**src/rtl/vr_vc_converter_if.sv**
```systemverilog
// Handshake bundle between the valid/ready upstream and the valid/credit downstream.
// The slave modport is the converter's view; master is the environment driving it.
interface vr_vc_converter_if #(
  parameter int DATA_WIDTH = 8
);
  logic [DATA_WIDTH-1:0] s_data_i;
  logic                  s_valid_i;
  logic                  s_ready_o;
  logic [DATA_WIDTH-1:0] m_data_o;
  logic                  m_valid_o;
  logic                  m_credit_i;

  modport slave (
    input  s_data_i,
    input  s_valid_i,
    output s_ready_o,
    output m_data_o,
    output m_valid_o,
    input  m_credit_i
  );

  modport master (
    output s_data_i,
    output s_valid_i,
    input  s_ready_o,
    input  m_data_o,
    input  m_valid_o,
    output m_credit_i
  );
endinterface

```
**src/rtl/vr_vc_converter.sv**
```systemverilog
// Valid/ready to valid/credit converter: a beat is forwarded only while the
// downstream has returned a buffer slot, one registered pulse per beat.
module vr_vc_converter #(
  parameter int DATA_WIDTH = 8,
  parameter int CREDIT_NUM = 2
) (
  input  logic                             clk,
  input  logic                             rst_n,
  vr_vc_converter_if.slave                 bus,
  output logic [$clog2(CREDIT_NUM+1)-1:0]  credit_cnt_o,
  output logic                             credit_err_o
);
  localparam int CW = $clog2(CREDIT_NUM + 1);
  localparam logic [CW-1:0] CNT_MAX = CW'(CREDIT_NUM);
  localparam logic [CW-1:0] CNT_ONE = CW'(1);

  logic [CW-1:0]         cnt;
  logic                  err;
  logic                  valid_q;
  logic [DATA_WIDTH-1:0] data_q;
  logic                  ready;
  logic                  send;

  // Ready depends only on the counter so there is no combinational path from s_valid_i.
  assign ready = (cnt != '0);
  assign send  = bus.s_valid_i && ready;

  always_ff @(posedge clk) begin
    if (!rst_n) begin
      cnt     <= '0;
      err     <= 1'b0;
      valid_q <= 1'b0;
      data_q  <= '0;
    end else begin
      valid_q <= send;
      if (send) begin
        data_q <= bus.s_data_i;
      end
      // A credit returned in the same cycle as a send cancels out.
      case ({bus.m_credit_i, send})
        2'b10: begin
          if (cnt == CNT_MAX) begin
            err <= 1'b1;
          end else begin
            cnt <= cnt + CNT_ONE;
          end
        end
        2'b01:   cnt <= cnt - CNT_ONE;
        default: cnt <= cnt;
      endcase
    end
  end

  assign bus.s_ready_o = ready;
  assign bus.m_valid_o = valid_q;
  assign bus.m_data_o  = data_q;
  assign credit_cnt_o  = cnt;
  assign credit_err_o  = err;
endmodule

```
**src/flat_wrapper.sv**
```systemverilog
// flat-port wrapper written by rule: the top's interface ports become plain ports
module vr_vc_converter_flat 
#(
  parameter int DATA_WIDTH = 8,
  parameter int CREDIT_NUM = 2
)
  (clk, rst_n, credit_cnt_o, credit_err_o, bus_s_data_i, bus_s_valid_i, bus_s_ready_o, bus_m_data_o, bus_m_valid_o, bus_m_credit_i);
  vr_vc_converter_if #(.DATA_WIDTH(DATA_WIDTH)) bus_i ();
  input  logic clk;
  input  logic rst_n;
  output logic [$clog2(CREDIT_NUM+1)-1:0] credit_cnt_o;
  output logic credit_err_o;
  input wire logic [$bits(bus_i.s_data_i)-1:0] bus_s_data_i;
  input wire logic [$bits(bus_i.s_valid_i)-1:0] bus_s_valid_i;
  output wire logic [$bits(bus_i.s_ready_o)-1:0] bus_s_ready_o;
  output wire logic [$bits(bus_i.m_data_o)-1:0] bus_m_data_o;
  output wire logic [$bits(bus_i.m_valid_o)-1:0] bus_m_valid_o;
  input wire logic [$bits(bus_i.m_credit_i)-1:0] bus_m_credit_i;
  assign bus_i.s_data_i = bus_s_data_i;
  assign bus_i.s_valid_i = bus_s_valid_i;
  assign bus_s_ready_o = bus_i.s_ready_o;
  assign bus_m_data_o = bus_i.m_data_o;
  assign bus_m_valid_o = bus_i.m_valid_o;
  assign bus_i.m_credit_i = bus_m_credit_i;
  vr_vc_converter #(.DATA_WIDTH(DATA_WIDTH), .CREDIT_NUM(CREDIT_NUM)) u_core (.clk(clk), .rst_n(rst_n), .bus(bus_i), .credit_cnt_o(credit_cnt_o), .credit_err_o(credit_err_o));
endmodule
```
**config.mk**
```make
export PLATFORM = sky130hd
export DESIGN_NAME = vr_vc_converter_flat
export DESIGN_NICKNAME = d
export VERILOG_FILES = /design/src/rtl/vr_vc_converter_if.sv /design/src/rtl/vr_vc_converter.sv /design/src/flat_wrapper.sv
export SDC_FILE = /design/constraint.sdc
export NUM_CORES = 1
export LEC_CHECK = 0
export BUFFER_PORTS_ARGS = -buffer_cell sky130_fd_sc_hd__buf_2
export CAP_MARGIN = 20
export CORE_AREA = 3 3 40 42
export CTS_CLUSTER_SIZE = 40
export DETAILED_ROUTE_END_ITERATION = 6
export DIE_AREA = 0 0 43 45
export GPL_TIMING_DRIVEN = 0
export PLACE_DENSITY_LB_ADDON = 0.1
export SETUP_SLACK_MARGIN = 0.1
export SYNTH_ARGS = -nofsm -noshare
export SYNTH_HDL_FRONTEND = slang
export SYNTH_SLANG_ARGS = --single-unit
```
**constraint.sdc**
```tcl
create_clock -name clk -period 1.1 [get_ports clk]
set_input_delay 0.11 -clock clk [delete_from_list [all_inputs] [get_ports clk]]
set_output_delay 0.11 -clock clk [all_outputs]
set_load 0.05 [all_outputs]
```
==> run_results.csv, run 1 <==
group,metric,value,unit
run_status,status,"completed",
sta,slew_headroom,0.7169,
setup_path,cpPeakStageDelay,0.37,ns
setup_path,criticalPathCategory,"reg -> reg",
power_and_ir_drop,clkPwrFrac,0.323,
synthesis,synthTopCellsByArea,"dfxtp_1 51%, mux2i_1 19%, nor2_1 8.0%",
placed_design,place.gp.congestion,0.6978,
route,wl_per_cell,10.90,um
power_and_ir_drop,power_frac_seq,0.452,
min_path,timing.hold.worst.class,"in -> reg",
sta,fin_worst_skew,0.007321,ns
setup_path,cp_slowest_cell,"dfxtp_4",
setup_path,path_max_fanout,5,
sta,worst_slack,0.02735,ns
layout,layout_common_cells,"19 x buf_2, 10 x nor2_1, 10 x dfxtp_1",
clocking,clkTransAtPathRegs,0.07,ns
die,ios,25,
power_and_ir_drop,power.switching,301.4,uW
synthesis,yosysWarningCount,0,
synthesis,synthCells,46,
layout,antenna_cells,0,
setup_path,critPathCaptureType,"flip-flop",
sta,clock.fmax,0.9323,GHz
clocking,cts_root_buffer,"clkbuf_4",
die,core,0.001285,sq mm
setup_path,required,1.25,ns
clocking,cts_max_level,1,
sta,rsz0062_at_grt,"true",
min_path,min_path_cells,3,
synthesis,synth.distinct_cells,15,
route,firstDrtPassIters,3,
synthesis,avgSynthCellArea,10.25,sq um
clocking,cts_hold_buf,0,
setup_path,crit_buf_inv,1,
setup_path,crit_chain,"o21ai_4, buf_4, mux2i_1, nor2_1",
power_and_ir_drop,p_int,740.5,uW
synthesis,synth_top_area_frac,0.5093,
route,detail-route-antenna-nets,0,
power_and_ir_drop,design_power_total,1042,uW
route,via_count,402,
die,dieWidth,43,um
sta,post-route-period-util,0.9751,
power_and_ir_drop,leakage,0.0003715,uW
sta,hold_viol,0,
synthesis,synth_fp_nets,58,
die,rows,13,
power_and_ir_drop,p_comb_frac,0.225,
sta,finalMaxSlewViolations,0,
sta,finalCriticalPeriod,1.073,ns
die,initial_core_util,0.3671,
job,maxCapViolations,0,
global_route,grt_pass1_wl,1504,um
synthesis,synth_area_leader_cell,"dfxtp_1",
placed_design,dp_cells,85,
route,drt-vias-per-instance,4.467,
power_and_ir_drop,power_density,1498,mW/mm^2
sta,tightest_slew,0.4246,ns
global_route,grt_antenna_before_repair,0,
clocking,postCtsSetupBuffers,0,
global_route,grt_pass1_vias,373,
placed_design,io_buffers,24,
setup_path,critPathLaunchType,"flip-flop",
synthesis,ys_seq_area_frac,0.5093,
clocking,clk_latency,0.27,ns
route,drtIter0Drc,7,
setup_path,crit_arrival,1.22,ns
power_and_ir_drop,sw_frac_of_total,0.2893,
die,die_y,45,um
global_route,grt_max_degree,11,
layout,syn_to_final_growth,47.48,%
synthesis,ys_ff_latch,12,
setup_path,cp_num_cells,4,
layout,final_cells,90,
global_route,gr-total-overflow,0,
power_and_ir_drop,vdd_drop_max,568.3,uV
setup_path,cp_top_family,"flip-flops",
layout,final_common_cell,"buf_2",
layout,drive_gt1_frac,0.5200,
route,routed_wirelength,981,um
clocking,cts.sinks,12,
sta,setup-violations-final,0,
global_route,grt_usage,0.1047,
clocking,cts_buffers,3,
clocking,clock_path_buffers,2,
placed_design,dp_slack,0.04423,ns
clocking,cts_tree,"yes",
synthesis,syn_area,471.7,sq um
die,die-area,0.001935,sq mm
layout,fin_nets,88,
route,remaining_drc_errors,0,
setup_path,ff2ff_path_depth,4,
[synth_stat cells]
library cell	instances
o21a_1	1
nor2b_2	2
o21ai_1	1
a31oi_1	1
o21ai_2	1
nand3_1	1
inv_1	3
buf_6	1
o2111a_1	1
nor2_1	10
clkbuf_1	1
a211oi_2	1
dfxtp_1	12
mux2i_1	9
nand2_1	1
[metrics by stage]
step	instance area (sq um)	util	setup TNS, ns	hold WS, ns
after floorplan	481.7	-	0	0.2420
after global placement	620.6	0.4830	0	0.3419
after detailed placement	620.6	0.4830	0	0.3533
after CTS	663.1	0.5161	0	0.06385
after global routing	695.7	0.5414	-0.1293	0.07899
final	695.7	0.5414	0	0.06960
[path summary, 6_finish.rpt]
check	start	endpoint	slack, ns
min reg2reg	u_core.credit_err_o	u_core.credit_err_o	0.47
max reg2reg	u_core.credit_cnt_o[0]	u_core.bus.m_data_o[1]	0.03
min	bus_s_data_i[0]	u_core.bus.m_data_o[0]	0.07
max	u_core.credit_cnt_o[0]	u_core.bus.m_data_o[1]	0.03
[worst min-delay path, stage by stage]
cell,delay [ns]
buf_2,0.07
mux2i_1,0.05
nor2_1,0.07
[cell type report]
cell class | instances | area [sq um]
clock buffers | 4 | 36.28
plain buffers | 2 | 15.01
fillers | 134 | 589.3
inverters | 3 | 11.26
flip-flops and latches | 12 | 247.7
repair buffers | 25 | 151.4
multi-input cells | 29 | 215.2
well taps | 15 | 18.77
[per-layer routing]
layer  vias up  track usage  wire length, um
li1        212            -                -
met1       172       0.1324              455
met2        18       0.1677              429
met3         0      0.03586               96
met4         0      0.03614                0
met5         -            0                0
[cells by family (layout without fill, tap and decap cells)]
kind of cell,after synthesis,after routing,synth area share
AND/OR/NAND/NOR,14,14,0.1353
flip-flops,12,12,0.5093
multiplexers,9,9,0.1910
AO/OA/AOI/OAI,6,6,0.1088
buffers and inverters,5,34,0.05569
[sequential cells by signal, summed over array words and instances (netlist names)]
name	cells
u_core.credit_err_o	1
u_core.credit_cnt_o	2
u_core.bus.m_data_o	8
u_core.bus.m_valid_o	1
[power groups by stage]
stage / combinational [uW] / sequential (uW) / clock [uW]
finish: 235 / 471 / 336
global route: 249 / 475 / 360
CTS: 222 / 469 / 351
floorplan: 84.1 / 552 / 0
global placement: 214 / 478 / 0
detailed placement: 216 / 479 / 0
[repair_timing]
item / CTS / global route
gates cloned: 0 / 1
endpoints found under the hold margin: 0 / 0
resized for setup: 3 / 11
setup endpoints to repair: 11 / 14
(Power assumes the default switching activity.)
==> run 2: changes to the inputs <==
Settings changed: CTS_BUF_LIST from default to sky130_fd_sc_hd__clkbuf_4 sky130_fd_sc_hd__clkbuf_8 sky130_fd_sc_hd__clkbuf_16, PLACE_DENSITY from default to 0.66, PLACE_DENSITY_LB_ADDON 0.1 to default.
==> run_results.csv, run 2 (synthesized netlist as in run 1, its figures left out) <==
group,metric,value,unit
job,maxCapViolations,0,
die,core,0.001285,sq mm
layout,final_area,710.7,sq um
route,drt-vias-per-instance,4.467,
setup_path,critPathCaptureType,"flip-flop",
layout,largest_reg_flops,8,
power_and_ir_drop,vdd_drop_max,914.9,uV
layout,antenna_cells,0,
die,ios,25,
placed_design,place.gp.congestion,0.6552,
layout,nFillCells,122,
route,remaining_drc_errors,0,
sta,tightest_slew,0.4393,ns
placed_design,place_area,620.6,sq um
layout,drive_gt1_frac,0.5065,
die,rows,13,
die,die-area,0.001935,sq mm
route,firstDrtPassIters,4,
clocking,clkTransAtPathRegs,0.07,ns
clocking,cts_buffers,3,
sta,setup-violations-final,0,
layout,utilization,0.5531,
clocking,clock_path_buffers,2,
sta,slew_headroom,0.7071,
route,wl_per_cell,11.47,um
route,drtIter0Drc,6,
run_status,status,"completed",
route,routed_wirelength,1055,um
sta,finalMaxSlewViolations,0,
setup_path,path_max_fanout,5,
die,dieWidth,43,um
setup_path,critPathLaunchType,"flip-flop",
global_route,grt_antenna_before_repair,0,
placed_design,io_buffers,24,
die,initial_core_util,0.3671,
power_and_ir_drop,leakage,0.0003778,uW
die,die_y,45,um
clocking,cts_hold_buf,0,
sta,hold_viol,0,
sta,finalCriticalPeriod,1.053,ns
route,via_count,411,
setup_path,required,1.24,ns
min_path,timing.hold.worst.class,"in -> reg",
setup_path,crit_arrival,1.20,ns
route,detail-route-antenna-nets,0,
global_route,grt_max_degree,11,
global_route,grt_pass1_vias,397,
global_route,gr-total-overflow,0,
global_route,grt_usage,0.1241,
clocking,cts_tree,"yes",
sta,post-route-period-util,0.9577,
sta,fin_worst_skew,0.0005065,ns
layout,syn_to_final_growth,50.66,%
clocking,cts.sinks,12,
sta,rsz0062_at_grt,"true",
placed_design,hpwlAfterDp,725.2,um
layout,final_common_cell,"buf_2",
layout,layout_common_cells,"18 x buf_2, 10 x nor2_1, 10 x dfxtp_1",
power_and_ir_drop,power_density,1387,mW/mm^2
clocking,cts_root_buffer,"clkbuf_4",
global_route,grt_pass1_wl,1814,um
setup_path,criticalPathCategory,"reg -> reg",
sta,clock.fmax,0.9492,GHz
clocking,clk_latency,0.26,ns
clocking,cts_max_level,1,
layout,fin_nets,90,
## run 2: area by class of cell
class	count	area, sq um	share of cell area
clock inverters	1	3.754	0.005282
inverters	3	13.76	0.01937
clock buffers	3	22.52	0.03169
repair buffers	27	168.9	0.2377
plain buffers	2	15.01	0.02113
multi-input cells	29	220.2	0.3099
flip-flops and latches	12	247.7	0.3486
well taps	15	18.77	0.02641
## run 2: where the power goes
part / leakage (uW) / internal [uW] / total [uW] / switching (uW)
clock: 0.0000154 / 131 / 265 / 134
combinational: 0.000263 / 94.6 / 250 / 155
sequential: 0.0000992 / 454 / 471 / 16.9
total: 0.000378 / 680 / 986 / 306
## run 2: critical path, cell delays in order, from the launching register on
cell and delay, ns:
dfxtp_4 0.37, o21ai_4 0.16, buf_6 0.15, mux2i_1 0.20
nor2_1 0.05
## run 2: final timing paths
path | slack [ns] | end | from | depth (start not counted)
max reg2reg | 0.05 | u_core.bus.m_data_o[4] | u_core.credit_cnt_o[1] | 4
max | 0.05 | u_core.bus.m_data_o[4] | u_core.credit_cnt_o[1] | 4
min reg2reg | 0.50 | u_core.bus.m_data_o[6] | u_core.bus.m_data_o[6] | 2
min | 0.08 | u_core.bus.m_data_o[1] | bus_s_data_i[1] | 3
## run 2: layer usage
metal / vias to the layer above / global-route usage / wire, um
li1: 218 / - / -
met4: 0 / 0.05422 / 0
met1: 183 / 0.1572 / 456
met3: 0 / 0.01594 / 57
met2: 10 / 0.2126 / 541
met5: - / 0 / 0
## run 2: repair_timing
action	4_1_cts	5_1_grt
cloned	1	0
setup buffers	2	0
setup endpoints to repair	11	15
gates resized for setup	6	8
pin swaps	1	0
## run 2: metrics by stage
stage / TNS [ns] / setup WS [ns] / power [uW] / cells / hold WS, ns
final: 0 / 0.04652 / 986.0 / 92 / 0.07847
after global routing: -0.1000 / -0.03433 / 1037 / 92 / 0.08648
after CTS: 0 / 0.03908 / 986.3 / 92 / 0.06975
after detailed placement: 0 / 0.04505 / 693.5 / 85 / 0.3475
after global placement: 0 / 0.07411 / 691.0 / 85 / 0.3363
after floorplan: 0 / 0.05251 / 636.0 / 46 / 0.2420
==> run 3: changes to the inputs <==
Settings changed: REMOVE_ABC_BUFFERS from default to 1.
==> run_results.csv, run 3 (synthesized netlist as in run 1, its figures left out) <==
group,metric,value,unit
setup_path,ff2ff_path_depth,4,
layout,antenna_cells,0,
die,dieWidth,43,um
setup_path,cp-startpoint,"u_core.credit_cnt_o[1]",
clocking,clkTransAtPathRegs,0.07,ns
die,rows,13,
sta,rsz0062_at_grt,"true",
layout,drive_gt1_frac,0.5270,
power_and_ir_drop,power.switching,300.5,uW
power_and_ir_drop,vdd_drop_max,833.8,uV
die,initial_core_util,0.3671,
setup_path,cp_slowest_cell,"dfxtp_4",
global_route,grt_antenna_before_repair,0,
layout,utilization,0.5492,
run_status,status,"completed",
clocking,clock_path_buffers,2,
layout,largest_reg_flops,8,
layout,final_common_cell,"buf_2",
setup_path,required,1.25,ns
die,core,0.001285,sq mm
sta,slew_headroom,0.7780,
setup_path,cpPeakStageDelay,0.37,ns
placed_design,dp_cells,83,
layout,final_cells,89,
die,die_y,45,um
die,ios,25,
setup_path,crit_arrival,1.20,ns
job,maxCapViolations,0,
sta,post-route-period-util,0.9582,
setup_path,path_max_fanout,9,
sta,finalCriticalPeriod,1.054,ns
route,drt-vias-per-instance,4.596,
setup_path,rr_endpoint,"u_core.bus.m_data_o[7]",
sta,hold_viol,0,
setup_path,cp_num_cells,4,
layout,nFillCells,121,
layout,layout_common_cells,"17 x buf_2, 10 x nor2_1, 10 x dfxtp_1",
setup_path,crit_buf_inv,1,
clocking,clk_latency,0.26,ns
route,wl_per_cell,11.09,um
global_route,grt_usage,0.1249,
power_and_ir_drop,power_frac_seq,0.482,
setup_path,critPathCaptureType,"flip-flop",
sta,clock.fmax,0.9488,GHz
setup_path,critPathLaunchType,"flip-flop",
route,drtIter0Drc,1,
route,firstDrtPassIters,2,
global_route,grt_max_degree,12,
min_path,timing.hold.worst.class,"in -> reg",
clocking,cts_max_level,1,
power_and_ir_drop,power_density,1387,mW/mm^2
power_and_ir_drop,leakage,0.0003688,uW
placed_design,place.gp.congestion,0.7217,
placed_design,place_area,595.6,sq um
sta,fin_tns_setup,0,ns
sta,fin_worst_skew,0.0005270,ns
route,detail-route-antenna-nets,0,
sta,finalMaxSlewViolations,0,
global_route,grt_pass1_vias,403,
clocking,cts_root_buffer,"clkbuf_4",
layout,syn_to_final_growth,49.60,%
power_and_ir_drop,p_int,678.1,uW
global_route,gr-total-overflow,0,
setup_path,cp-endpoint,"u_core.bus.m_data_o[7]",
global_route,grt_pass1_wl,1766,um
setup_path,criticalPathCategory,"reg -> reg",
route,routed_wirelength,987,um
setup_path,cp_top_family,"flip-flops",
power_and_ir_drop,design_power_total,978.6,uW
clocking,cts_tree,"yes",
clocking,cts.sinks,12,
sta,setup-violations-final,0,
setup_path,regToRegStartpoint,"u_core.credit_cnt_o[1]",
power_and_ir_drop,p_comb_frac,0.255,
sta,tightest_slew,0.3326,ns
power_and_ir_drop,clkPwrFrac,0.263,
die,die-area,0.001935,sq mm
route,via_count,409,
clocking,cts_buffers,3,
layout,fin_nets,88,
layout,final_area,705.7,sq um
setup_path,crit_chain,"o21ai_4, buf_12, mux2i_2, nor2_1",
setup_path,r2r_slack,0.05,ns
power_and_ir_drop,sw_frac_of_total,0.3071,
placed_design,io_buffers,24,
route,remaining_drc_errors,0,
run 3: power groups by stage:
stage               Clock (uW)  Sequential [uW]  Combinational [uW]
finish                     257              472                 249
global route               286              476                 265
CTS                        267              471                 242
detailed placement           0              479                 207
global placement             0              478                 205
floorplan                    0              553                76.2
run 3: per-layer routing:
metal / part of all wire / GRT usage / up-vias
li1: - / - / 210
met1: 0.45 / 0.1523 / 179
met2: 0.45 / 0.1946 / 18
met3: 0.090 / 0.03984 / 2
met4: 0.012 / 0.07229 / 0
met5: 0 / 0 / -
run 3: worst min path at each step:
stage,from,to,slack [ns],cells after the start
5_1_grt,bus_s_data_i[2],u_core.bus.m_data_o[2],0.09,3
3_3_place_gp,bus_s_data_i[6],u_core.bus.m_data_o[6],0.34,3
3_5_place_dp,bus_s_data_i[6],u_core.bus.m_data_o[6],0.35,3
6_report,bus_s_data_i[2],u_core.bus.m_data_o[2],0.08,3
4_1_cts,bus_s_data_i[6],u_core.bus.m_data_o[6],0.07,3
2_1_floorplan,bus_s_data_i[0],u_core.bus.m_data_o[0],0.25,2
run 3: area by class of cell:
cell class	instances	area, sq um	area share
multi-input cells	29	219.0	0.3103
inverters	3	13.76	0.01950
repair buffers	27	183.9	0.2606
clock buffers	3	22.52	0.03191
flip-flops and latches	12	247.7	0.3511
well taps	15	18.77	0.02660
run 3: what timing repair did:
item                       in CTS  in global routing
setup endpoints to repair      12                 16
pin swaps                       2                  0
hold endpoints to repair        0                  0
gates resized for setup        12                  8
setup buffers                   3                  0
hold buffers                    0                  0
run 3: stage by stage:
step	hold WS [ns]	setup WS, ns
3_5_place_dp	0.3484	-0.2142
2_1_floorplan	0.2539	-0.2955
6_report	0.07640	0.04599
5_1_grt	0.08878	-0.02905
4_1_cts	0.06986	0.05568
3_3_place_gp	0.3404	-0.2055
run 3: worst register-to-register path: cells and delay by family (launching register included):
kind | cells | cell delay [ns]
flops | 1 | 0.37
simple gates | 1 | 0.05
compound gates | 1 | 0.16
buf+inv | 1 | 0.15
mux | 1 | 0.20
